--- config.mk ---
export PLATFORM = sky130hd
export DESIGN_NAME = mips_mc_controller
export DESIGN_NICKNAME = d
export VERILOG_FILES = /design/src/rtl/mips_mc_pkg.sv /design/src/rtl/mips_mc_aludec.sv /design/src/rtl/mips_mc_controller.sv
export SDC_FILE = /design/constraint.sdc
export NUM_CORES = 1
export LEC_CHECK = 0
export ABC_AREA = 1
export BUFFER_PORTS_ARGS = -buffer_cell sky130_fd_sc_hd__buf_4
export CAP_MARGIN = 5
export CELL_PAD_IN_SITES_DETAIL_PLACEMENT = 0
export CELL_PAD_IN_SITES_GLOBAL_PLACEMENT = 1
export CORE_AREA = 3 3 67 54
export CTS_CLUSTER_SIZE = 40
export DETAILED_ROUTE_END_ITERATION = 12
export DIE_AREA = 0 0 70 57
export GPL_TIMING_DRIVEN = 0
export PLACE_DENSITY_LB_ADDON = 0.1
export SLEW_MARGIN = 20
export SYNTH_ARGS = -nofsm -noshare
export SYNTH_HDL_FRONTEND = slang
export SYNTH_SLANG_ARGS = --single-unit
--- constraint.sdc ---
create_clock -name clk -period 3.3 [get_ports clk]
set_clock_uncertainty 0.15 [all_clocks]
set_input_delay 0.495 -clock clk [delete_from_list [all_inputs] [get_ports clk]]
set_output_delay 0.495 -clock clk [all_outputs]
set_load 0.02 [all_outputs]
--- src/rtl/mips_mc_pkg.sv ---
// Shared encodings for the multicycle MIPS controller and its ALU decoder.
// Pure declarations: no latency, no flow control.
package mips_mc_pkg;

   typedef enum logic [3:0] {
      S_FETCH  = 4'd0,
      S_DECODE = 4'd1,
      S_MEMADR = 4'd2,
      S_MEMRD  = 4'd3,
      S_MEMWB  = 4'd4,
      S_MEMWR  = 4'd5,
      S_RTEXEC = 4'd6,
      S_ALUWB  = 4'd7,
      S_BRANCH = 4'd8,
      S_IEXEC  = 4'd9,
      S_IWB    = 4'd10,
      S_JUMP   = 4'd11,
      S_JR     = 4'd12
   } state_e;

   localparam logic [5:0] OP_RTYPE = 6'b000000;
   localparam logic [5:0] OP_LW    = 6'b100011;
   localparam logic [5:0] OP_SW    = 6'b101011;
   localparam logic [5:0] OP_LB    = 6'b100000;
   localparam logic [5:0] OP_SB    = 6'b101000;
   localparam logic [5:0] OP_BEQ   = 6'b000100;
   localparam logic [5:0] OP_BNE   = 6'b000101;
   localparam logic [5:0] OP_ADDI  = 6'b001000;
   localparam logic [5:0] OP_ANDI  = 6'b001100;
   localparam logic [5:0] OP_ORI   = 6'b001101;
   localparam logic [5:0] OP_LUI   = 6'b001111;
   localparam logic [5:0] OP_J     = 6'b000010;

   localparam logic [5:0] F_ADD = 6'b100000;
   localparam logic [5:0] F_SUB = 6'b100010;
   localparam logic [5:0] F_AND = 6'b100100;
   localparam logic [5:0] F_OR  = 6'b100101;
   localparam logic [5:0] F_NOR = 6'b100111;
   localparam logic [5:0] F_SLT = 6'b101010;
   localparam logic [5:0] F_JR  = 6'b001000;

   localparam logic [3:0] ALU_AND = 4'b0000;
   localparam logic [3:0] ALU_OR  = 4'b0001;
   localparam logic [3:0] ALU_ADD = 4'b0010;
   localparam logic [3:0] ALU_SUB = 4'b0110;
   localparam logic [3:0] ALU_SLT = 4'b0111;
   localparam logic [3:0] ALU_NOR = 4'b1100;
   localparam logic [3:0] ALU_LUI = 4'b1000;

   localparam logic [1:0] SRCB_B     = 2'b00;
   localparam logic [1:0] SRCB_FOUR  = 2'b01;
   localparam logic [1:0] SRCB_IMM   = 2'b10;
   localparam logic [1:0] SRCB_IMMSH = 2'b11;

   localparam logic [1:0] PCSRC_ALU    = 2'b00;
   localparam logic [1:0] PCSRC_ALUOUT = 2'b01;
   localparam logic [1:0] PCSRC_JUMP   = 2'b10;
   localparam logic [1:0] PCSRC_REGA   = 2'b11;

   typedef struct packed {
      logic       mem_req;
      logic       memwrite;
      logic       bytemode;
      logic       iord;
      logic       irwrite;
      logic       pcen;
      logic [1:0] pcsrc;
      logic       alusrca;
      logic [1:0] alusrcb;
      logic       zeroextend;
      logic       disablera1;
      logic       regdst;
      logic       memtoreg;
      logic       regwrite;
      logic       retire;
      logic       illegal;
   } ctrl_t;

   function automatic logic is_alu_funct(input logic [5:0] f);
      return (f == F_ADD) || (f == F_SUB) || (f == F_AND) ||
             (f == F_OR)  || (f == F_NOR) || (f == F_SLT);
   endfunction

   function automatic logic is_byte_op(input logic [5:0] o);
      return (o == OP_LB) || (o == OP_SB);
   endfunction

endpackage

--- src/rtl/mips_mc_aludec.sv ---
// Combinational op/funct -> 4-bit alucontrol decode; zero latency, no flow control.
// Unlisted R-type functs and non-ALU opcodes fall back to ADD.
module mips_mc_aludec
   import mips_mc_pkg::*;
(
   input  logic [5:0] op_i,
   input  logic [5:0] funct_i,
   output logic [3:0] alucontrol_o
);

   always_comb begin
      alucontrol_o = ALU_ADD;
      case (op_i)
         OP_RTYPE: begin
            case (funct_i)
               F_SUB:   alucontrol_o = ALU_SUB;
               F_AND:   alucontrol_o = ALU_AND;
               F_OR:    alucontrol_o = ALU_OR;
               F_NOR:   alucontrol_o = ALU_NOR;
               F_SLT:   alucontrol_o = ALU_SLT;
               default: alucontrol_o = ALU_ADD;
            endcase
         end
         OP_ANDI:        alucontrol_o = ALU_AND;
         OP_ORI:         alucontrol_o = ALU_OR;
         OP_LUI:         alucontrol_o = ALU_LUI;
         OP_BEQ, OP_BNE: alucontrol_o = ALU_SUB;
         default:        alucontrol_o = ALU_ADD;
      endcase
   end

endmodule

--- src/rtl/mips_mc_controller.sv ---
// Multicycle MIPS control FSM sharing one memory port; 2-5 cycles per instruction at zero wait.
// Memory states hold while mem_ready is low; reset forces every output to 0 immediately.
module mips_mc_controller
   import mips_mc_pkg::*;
#(
   parameter int USE_MEM_READY = 1,
   parameter int ALUCTRL_W     = 4
) (
   input  logic                 clk,
   input  logic                 reset,
   input  logic [5:0]           op,
   input  logic [5:0]           funct,
   input  logic                 zero,
   input  logic                 mem_ready,
   output logic                 mem_req,
   output logic                 memwrite,
   output logic                 bytemode,
   output logic                 iord,
   output logic                 irwrite,
   output logic                 pcen,
   output logic [1:0]           pcsrc,
   output logic                 alusrca,
   output logic [1:0]           alusrcb,
   output logic                 zeroextend,
   output logic                 disableRA1,
   output logic                 regdst,
   output logic                 memtoreg,
   output logic                 regwrite,
   output logic [ALUCTRL_W-1:0] alucontrol,
   output logic [3:0]           state,
   output logic                 retire,
   output logic                 illegal
);

   state_e     state_q, state_d;
   ctrl_t      ctrl, ctrl_out;
   logic [3:0] alu_sel, alu_dec;
   logic       rdy;
   logic       byte_op;

   assign rdy     = (USE_MEM_READY != 0) ? mem_ready : 1'b1;
   assign byte_op = is_byte_op(op);

   mips_mc_aludec u_aludec (
      .op_i         (op),
      .funct_i      (funct),
      .alucontrol_o (alu_dec)
   );

   always_ff @(posedge clk or posedge reset) begin
      if (reset) state_q <= S_FETCH;
      else       state_q <= state_d;
   end

   always_comb begin
      state_d = state_q;
      ctrl    = '0;
      alu_sel = ALU_AND;
      case (state_q)
         S_FETCH: begin
            ctrl.mem_req = 1'b1;
            ctrl.alusrcb = SRCB_FOUR;
            alu_sel      = ALU_ADD;
            ctrl.irwrite = rdy;
            ctrl.pcen    = rdy;
            if (rdy) state_d = S_DECODE;
         end
         S_DECODE: begin
            ctrl.alusrcb = SRCB_IMMSH;
            alu_sel      = ALU_ADD;
            state_d      = S_FETCH;
            case (op)
               OP_LW, OP_SW, OP_LB, OP_SB:       state_d = S_MEMADR;
               OP_BEQ, OP_BNE:                   state_d = S_BRANCH;
               OP_ADDI, OP_ANDI, OP_ORI, OP_LUI: state_d = S_IEXEC;
               OP_J:                             state_d = S_JUMP;
               OP_RTYPE: begin
                  if (funct == F_JR)           state_d = S_JR;
                  else if (is_alu_funct(funct)) state_d = S_RTEXEC;
                  else                          ctrl.illegal = 1'b1;
               end
               default: ctrl.illegal = 1'b1;
            endcase
         end
         S_MEMADR: begin
            ctrl.alusrca  = 1'b1;
            ctrl.alusrcb  = SRCB_IMM;
            ctrl.bytemode = byte_op;
            alu_sel       = ALU_ADD;
            state_d       = ((op == OP_LW) || (op == OP_LB)) ? S_MEMRD : S_MEMWR;
         end
         S_MEMRD: begin
            ctrl.mem_req  = 1'b1;
            ctrl.iord     = 1'b1;
            ctrl.bytemode = byte_op;
            if (rdy) state_d = S_MEMWB;
         end
         S_MEMWB: begin
            ctrl.regwrite = 1'b1;
            ctrl.memtoreg = 1'b1;
            ctrl.bytemode = byte_op;
            ctrl.retire   = 1'b1;
            state_d       = S_FETCH;
         end
         S_MEMWR: begin
            ctrl.mem_req  = 1'b1;
            ctrl.memwrite = 1'b1;
            ctrl.iord     = 1'b1;
            ctrl.bytemode = byte_op;
            ctrl.retire   = rdy;
            if (rdy) state_d = S_FETCH;
         end
         // alucontrol stays on the decoded op through writeback so the result path is stable.
         S_RTEXEC: begin
            ctrl.alusrca = 1'b1;
            ctrl.alusrcb = SRCB_B;
            alu_sel      = alu_dec;
            state_d      = S_ALUWB;
         end
         S_ALUWB: begin
            ctrl.regwrite = 1'b1;
            ctrl.regdst   = 1'b1;
            ctrl.retire   = 1'b1;
            alu_sel       = alu_dec;
            state_d       = S_FETCH;
         end
         S_BRANCH: begin
            ctrl.alusrca = 1'b1;
            ctrl.alusrcb = SRCB_B;
            ctrl.pcsrc   = PCSRC_ALUOUT;
            ctrl.pcen    = (op == OP_BNE) ? ~zero : zero;
            ctrl.retire  = 1'b1;
            alu_sel      = ALU_SUB;
            state_d      = S_FETCH;
         end
         S_IEXEC: begin
            ctrl.alusrca    = 1'b1;
            ctrl.alusrcb    = SRCB_IMM;
            ctrl.zeroextend = (op == OP_ANDI) || (op == OP_ORI);
            ctrl.disablera1 = (op == OP_LUI);
            alu_sel         = alu_dec;
            state_d         = S_IWB;
         end
         S_IWB: begin
            ctrl.regwrite   = 1'b1;
            ctrl.retire     = 1'b1;
            ctrl.zeroextend = (op == OP_ANDI) || (op == OP_ORI);
            ctrl.disablera1 = (op == OP_LUI);
            alu_sel         = alu_dec;
            state_d         = S_FETCH;
         end
         S_JUMP: begin
            ctrl.pcsrc  = PCSRC_JUMP;
            ctrl.pcen   = 1'b1;
            ctrl.retire = 1'b1;
            state_d     = S_FETCH;
         end
         S_JR: begin
            ctrl.pcsrc  = PCSRC_REGA;
            ctrl.pcen   = 1'b1;
            ctrl.retire = 1'b1;
            state_d     = S_FETCH;
         end
         default: state_d = S_FETCH;
      endcase
   end

   // Gating on reset itself aborts an in-flight access in the same cycle reset rises.
   assign ctrl_out   = reset ? '0 : ctrl;
   assign alucontrol = reset ? '0 : ALUCTRL_W'(alu_sel);
   assign state      = state_q;
   assign mem_req    = ctrl_out.mem_req;
   assign memwrite   = ctrl_out.memwrite;
   assign bytemode   = ctrl_out.bytemode;
   assign iord       = ctrl_out.iord;
   assign irwrite    = ctrl_out.irwrite;
   assign pcen       = ctrl_out.pcen;
   assign pcsrc      = ctrl_out.pcsrc;
   assign alusrca    = ctrl_out.alusrca;
   assign alusrcb    = ctrl_out.alusrcb;
   assign zeroextend = ctrl_out.zeroextend;
   assign disableRA1 = ctrl_out.disablera1;
   assign regdst     = ctrl_out.regdst;
   assign memtoreg   = ctrl_out.memtoreg;
   assign regwrite   = ctrl_out.regwrite;
   assign retire     = ctrl_out.retire;
   assign illegal    = ctrl_out.illegal;

endmodule

==> results of run 1 <==
## kinds of logic after synthesis
family | after synthesis | share of synthesized area, %
and+or+nand+nor | 121 | 62.04
DFF | 4 | 10.58
AOI/OAI and AO/OA | 24 | 14.55
xor gates and xnor gates | 1 | 0.9261
buffers and inverters | 30 | 11.90
## synthesized netlist by cell type (all sizes together)
master	count	area share (%)
o21ai	11	6.2
a21boi	1	0.79
xor2	1	0.93
nand3	16	9.5
a21oi	7	3.7
nand2	48	20
a211oi	1	0.79
o2111ai	1	0.93
clkbuf	1	0.40
nand4	5	3.3
nor3	9	6.5
a31oi	2	1.3
clkinv	2	0.79
nor2	42	22
o21a	1	0.79
inv	27	11
dfrtp	4	11
nor4	1	0.66
## worst max path at each step
stage / start / endpoint / slack [ps] / cells past startpoint
after floorplan: state[2] / retire / 1050 / 6
after global placement: op[5] / alucontrol[2] / 970 / 9
after detailed placement: op[5] / alucontrol[2] / 960 / 9
after CTS: op[5] / alucontrol[2] / 960 / 9
after global routing: state[3] / alucontrol[2] / 850 / 9
final: op[5] / alucontrol[1] / 960 / 10
## layer usage
| layer | track usage (%) | up-vias |
|---|---|---|
| met5 | 0 | - |
| met4 | 3.279 | 0 |
| met3 | 2.113 | 2 |
| met2 | 23.55 | 54 |
| met1 | 24.05 | 591 |
| li1 | - | 671 |
## power by group
| group | leakage, nW | total, W | internal (W) | switching, W |
|---|---|---|---|---|
| Clock | 0.0216 | 0.000104 | 0.0000779 | 0.0000266 |
| Combinational | 0.659 | 0.000438 | 0.000153 | 0.000285 |
| Sequential | 0.0534 | 0.0000849 | 0.0000647 | 0.0000201 |
| Total | 0.734 | 0.000627 | 0.000295 | 0.000332 |
## metrics by stage
| step | hold WS, ps | cell area (µm²) |
|---|---|---|
| floorplan | 133.3 | 945.9 |
| global placement | 327.2 | 1301 |
| detailed placement | 326.3 | 1301 |
| CTS | 98.51 | 1343 |
| global route | 110.8 | 1343 |
| finish | 94.78 | 1343 |
## critical path, stage by stage
cell	delay [ps]
buf_4	120
nor2_4	170
nand3_2	140
nor2_2	220
inv_2	90
nand3_2	100
nand3_1	80
nand2_1	60
nand2_1	60
buf_4	160
## area by class of cell
| cell class | count | area (µm²) |
|---|---|---|
| buffer | 1 | 3.754 |
| multi-input combinational | 146 | 733.2 |
| inverter | 29 | 108.9 |
| sequential | 4 | 100.1 |
| timing repair buffer | 41 | 307.8 |
| tap | 38 | 47.55 |
| fill | 324 | 1593 |
| clock buffer | 3 | 41.29 |
==> summary.md, run 1 <==
| Metric | Value |
|---|---|
| Met2 routed WL | `1339 µm` |
| Final min period | `2340 ps` |
| Final WS setup | `959.6 ps` |
| Pre-antenna DRT Iters | `4` |
| Routability cong. | `0.8854` |
| Tot Pwr | `0.0006271 W` |
| Vias in the first global route | `1,155` |
| Gate Count Post-Synth | `180` |
| Met3 WL | `216 µm` |
| Yosys warns | `0` |
| Syn-to-layout area delta | `41.93%` |
| RSZ-0062 raised after global routing | `false` |
| MaxCap Viol Count | `0` |
| Final net count | `242` |
| Postcts setup bufs | `0` |
| Startpoint Class | `input port` |
| Final period utilization | `70.92%` |
| Most common cell after layout, fill and taps aside | `nand2_1` |
| Die area | `3990 µm²` |
| Clk slew on worst S/H paths | `30 ps` |
| Per-cell routed wire length | `12.34 µm` |
| Via count | `1,318` |
| Worst R2R Path Depth | `9` |
| Placed Instances | `259` |
| Critical Path Sink Type | `output pin` |
| Sink Count | `4` |
| TritonCTS buffer count | `3` |
| IO Pins | `42` |
| Max Root-Sink Buffers | `2` |
| Final Hold Fails | `0` |
| Top Metal Used | `met4` |
| First-pass GRT wire length | `5223 µm` |
| Mapped Area | `945.9 µm²` |
| Worst R2R End | `state[0]` |
| F_max | `427.3 MHz` |
| # port buffers | `41` |
| Rows | `17` |
| Die Y | `57 µm` |
| Number of setup violations in the final report | `0` |
| Yosys cell types | `27` |
| Worst slew margin | `70.11%` |
| Largest net degree at the start of global routing | `13` |
| Post-DP HPWL | `2763 µm` |
| Status | `completed` |
| Fin util | `45.74%` |
| Post-Synthesis Net Count | `196` |
| Sequential area share after synthesis | `10.58%` |
| PD cells | `467.1 nW/µm²` |
| Met1 WL | `1660 µm` |
| Diode count | `0` |
| Final Slew Violations | `0` |
| Worst Path Required | `2650 ps` |
| GRT Resource Usage Total | `15.77%` |
| Core area | `2935 µm²` |
| Setup tns final | `0 ps` |
| CTS root buf | `clkbuf_8` |
| Initial drt markers | `67` |
| Synthesized flop and latch total | `4` |
| Clock Latency Late Sink | `220 ps` |
| ANT nets after route | `0` |
| Tightest Hold Check Type | `input port to async pin` |
| H-tree depth | `1` |
| Worst setup path class | `input port to output pin` |
| Worst vdd ir | `0.3068 mV` |
| DRC errors left | `0` |
| Max reg flops | `4` |
| R2r startpoint | `state[2]` |
| Finished Layout Cells | `262` |
| Setup WS pre-CTS | `960.5 ps` |
| Most frequent cells in the layout | `43 x nand2_1, 41 x buf_4, 33 x nor2_1` |
| Antenna violations before repair | `0` |
| Leakage power | `0.7335 nW` |
| Worst-Margin Slew | `448.4 ps` |
| Effective utilization at floorplan | `32.23%` |
| Die W | `70 µm` |
| Share of layout cells above drive strength 1 | `31.70%` |
| Grt total ovfl | `0` |
| CP max FO | `6` |
| Routed WL | `3234 µm` |
| CTS tree | `yes` |
| Syn avg cell area | `5.255 µm²` |
| Worst R2R Setup Slack | `1730 ps` |
| CP arrival | `1700 ps` |
| Vias per cell | `5.031` |
| # hold bufs at CTS | `0` |
| Cells resized by post-CTS repair | `0` |
(Power assumes the default switching activity.)
==> run 2: changes to the inputs <==
Settings changed: CORE_AREA 3 3 67 54 to 3 3 73 58, DIE_AREA 0 0 70 57 to 0 0 76 61.
Clock period 3.3 ns to 1.91 ns, I/O delays scaled along.
==> summary.md, run 2 (synthesized netlist as in run 1, its figures left out) <==
| Metric | Value |
|---|---|
| Final Slew Violations | `0` |
| Cell chain of the critical path | `nor2_4 -> buf_6 -> nand2_4 -> nand2_2 -> nor2_2 -> nor2_4 -> nand2_4 -> o21ai_2 -> buf_6` |
| CP max FO | `3` |
| R2r startpoint | `state[2]` |
| Effective utilization at floorplan | `26.35%` |
| Status | `finished, violations left` |
| Worst Path Required | `1470 ps` |
| MaxCap Viol Count | `0` |
| Die Y | `61 µm` |
| Die W | `76 µm` |
| Max reg flops | `4` |
| Final period utilization | `103.6%` |
| Routability cong. | `0.8445` |
| Sink Count | `4` |
| Syn-to-layout area delta | `78.57%` |
| Rows | `19` |
| CP arrival | `1540 ps` |
| Reg power frac | `11.2%` |
| Critical Path Sink Type | `output pin` |
| Number of setup violations in the final report | `10` |
| Clk slew on worst S/H paths | `30 ps` |
| Per-cell routed wire length | `12.26 µm` |
| Slowest stage delay, CP | `450 ps` |
| Tot Pwr | `0.001407 W` |
| CTS tree | `yes` |
| Worst R2R Path Depth | `8` |
| ANT nets after route | `0` |
| WP buf/inv | `2` |
| Routed WL | `3556 µm` |
| Vias in the first global route | `1,231` |
| Pre-antenna DRT Iters | `4` |
| Via count | `1,359` |
| Worst setup path class | `register to output pin` |
| Worst-Margin Slew | `564.8 ps` |
| Core area | `3590 µm²` |
| Final WS setup | `-69.54 ps` |
| Startpoint Class | `register` |
| Hold path depth | `4` |
| P_sw | `0.0007355 W` |
| Leakage power | `0.8632 nW` |
| Finished Layout Cells | `290` |
| CTS root buf | `clkbuf_8` |
| Grt total ovfl | `0` |
| Hold WS | `307.7 ps` |
| CP startpoint | `state[2]` |
| First-pass GRT wire length | `5658 µm` |
| PD cells | `833.1 nW/µm²` |
| Initial drt markers | `64` |
| RSZ-0062 raised after global routing | `true` |
| Pint | `0.0006718 W` |
| Share of layout cells above drive strength 1 | `51.26%` |
| Diode count | `0` |
| Final min period | `1980 ps` |
| IO Pins | `42` |
| Worst path slowest cell | `dfrtp_2` |
| Post-DP HPWL | `2748 µm` |
| Worst path top cell family by delay | `simple AND/OR/NAND/NOR gates` |
| GRT Resource Usage Total | `15.20%` |
| Comb pwr share | `76.4%` |
| DRC errors left | `0` |
| Worst slew margin | `62.35%` |
| Most frequent cells in the layout | `45 x buf_4, 33 x nand2_1, 22 x nor2_1` |
| Clock power frac | `12.4%` |
| Die area | `4636 µm²` |
| Switching part of the total | `52.26%` |
| Max Root-Sink Buffers | `2` |
| HP Start | `mem_ready` |
| Clock Latency Late Sink | `220 ps` |
| # port buffers | `41` |
| Vias per cell | `4.686` |
| Placed Instances | `273` |
| Most common cell after layout, fill and taps aside | `buf_4` |
| Fin util | `47.05%` |
| H-tree depth | `1` |
| Worst vdd ir | `0.7614 mV` |
| Tightest Hold Check Type | `input port to register` |
| Antenna violations before repair | `0` |
| Largest net degree at the start of global routing | `11` |
| TritonCTS buffer count | `3` |
| Final Hold Fails | `0` |
| Final net count | `256` |
| F_max | `505.2 MHz` |
| Stages on worst setup path | `9` |
| Failing checks | `negative setup slack` |
[run 2: cell type report]
cell class	instances	area, µm²
Buffer	1	3.754
Clock buffer	3	41.29
Fill cell	381	1901
Inverter	29	111.4
Multi-Input combinational cell	146	915.9
Sequential cell	4	102.6
Tap cell	52	65.06
Timing Repair Buffer	55	449.2
[run 2: worst paths after layout]
path                                 end  slack (ps)
max                        alucontrol[2]         -70
min                             state[2]         310
max reg2reg                     state[0]         440
min reg2reg                     state[3]         680
max in group asynchronous       state[2]         760
min in group asynchronous       state[3]         640
[run 2: through the flow]
step | setup slack [ps] | area (µm²) | setup TNS [ps]
after CTS | -54.65 | 1585 | -289.0
after floorplan | 55.31 | 957.2 | 0
final | -69.54 | 1689 | -277.3
after global placement | -17.98 | 1330 | -17.98
after detailed placement | -34.04 | 1330 | -47.40
after global routing | -135.5 | 1689 | -1300
[run 2: power groups by stage]
| stage | Clock (W) | Sequential, W | Combinational (W) |
|---|---|---|---|
| 2_1_floorplan | 0 | 0.000172 | 0.000449 |
| 3_3_place_gp | 0 | 0.000147 | 0.000758 |
| 3_5_place_dp | 0 | 0.000150 | 0.000754 |
| 4_1_cts | 0.000181 | 0.000150 | 0.000970 |
| 5_1_grt | 0.000186 | 0.000159 | 0.00117 |
| 6_report | 0.000175 | 0.000157 | 0.00108 |
[run 2: timing repair]
action,in CTS,in global routing
endpoints found under the hold margin,4,0
setup buffers,12,1
pin swaps,13,3
hold buffers,1,0
endpoints found under the setup margin,13,17
gates resized for setup,43,22
[run 2: tightest hold or removal path, stage by stage]
cell	delay [ps]
buf_4	80
inv_1	100
nand2_1	110
nand2_1	50
[run 2: per-layer routing]
layer | part of all wire [%] | GRT usage (%) | wire, µm | vias up
met5 | 0 | 0 | 0 | -
met4 | 0.90 | 3.101 | 32 | 0
met3 | 7.3 | 3.709 | 259 | 4
met2 | 44 | 25.63 | 1561 | 43
met1 | 48 | 20.21 | 1703 | 612
li1 | - | - | - | 700
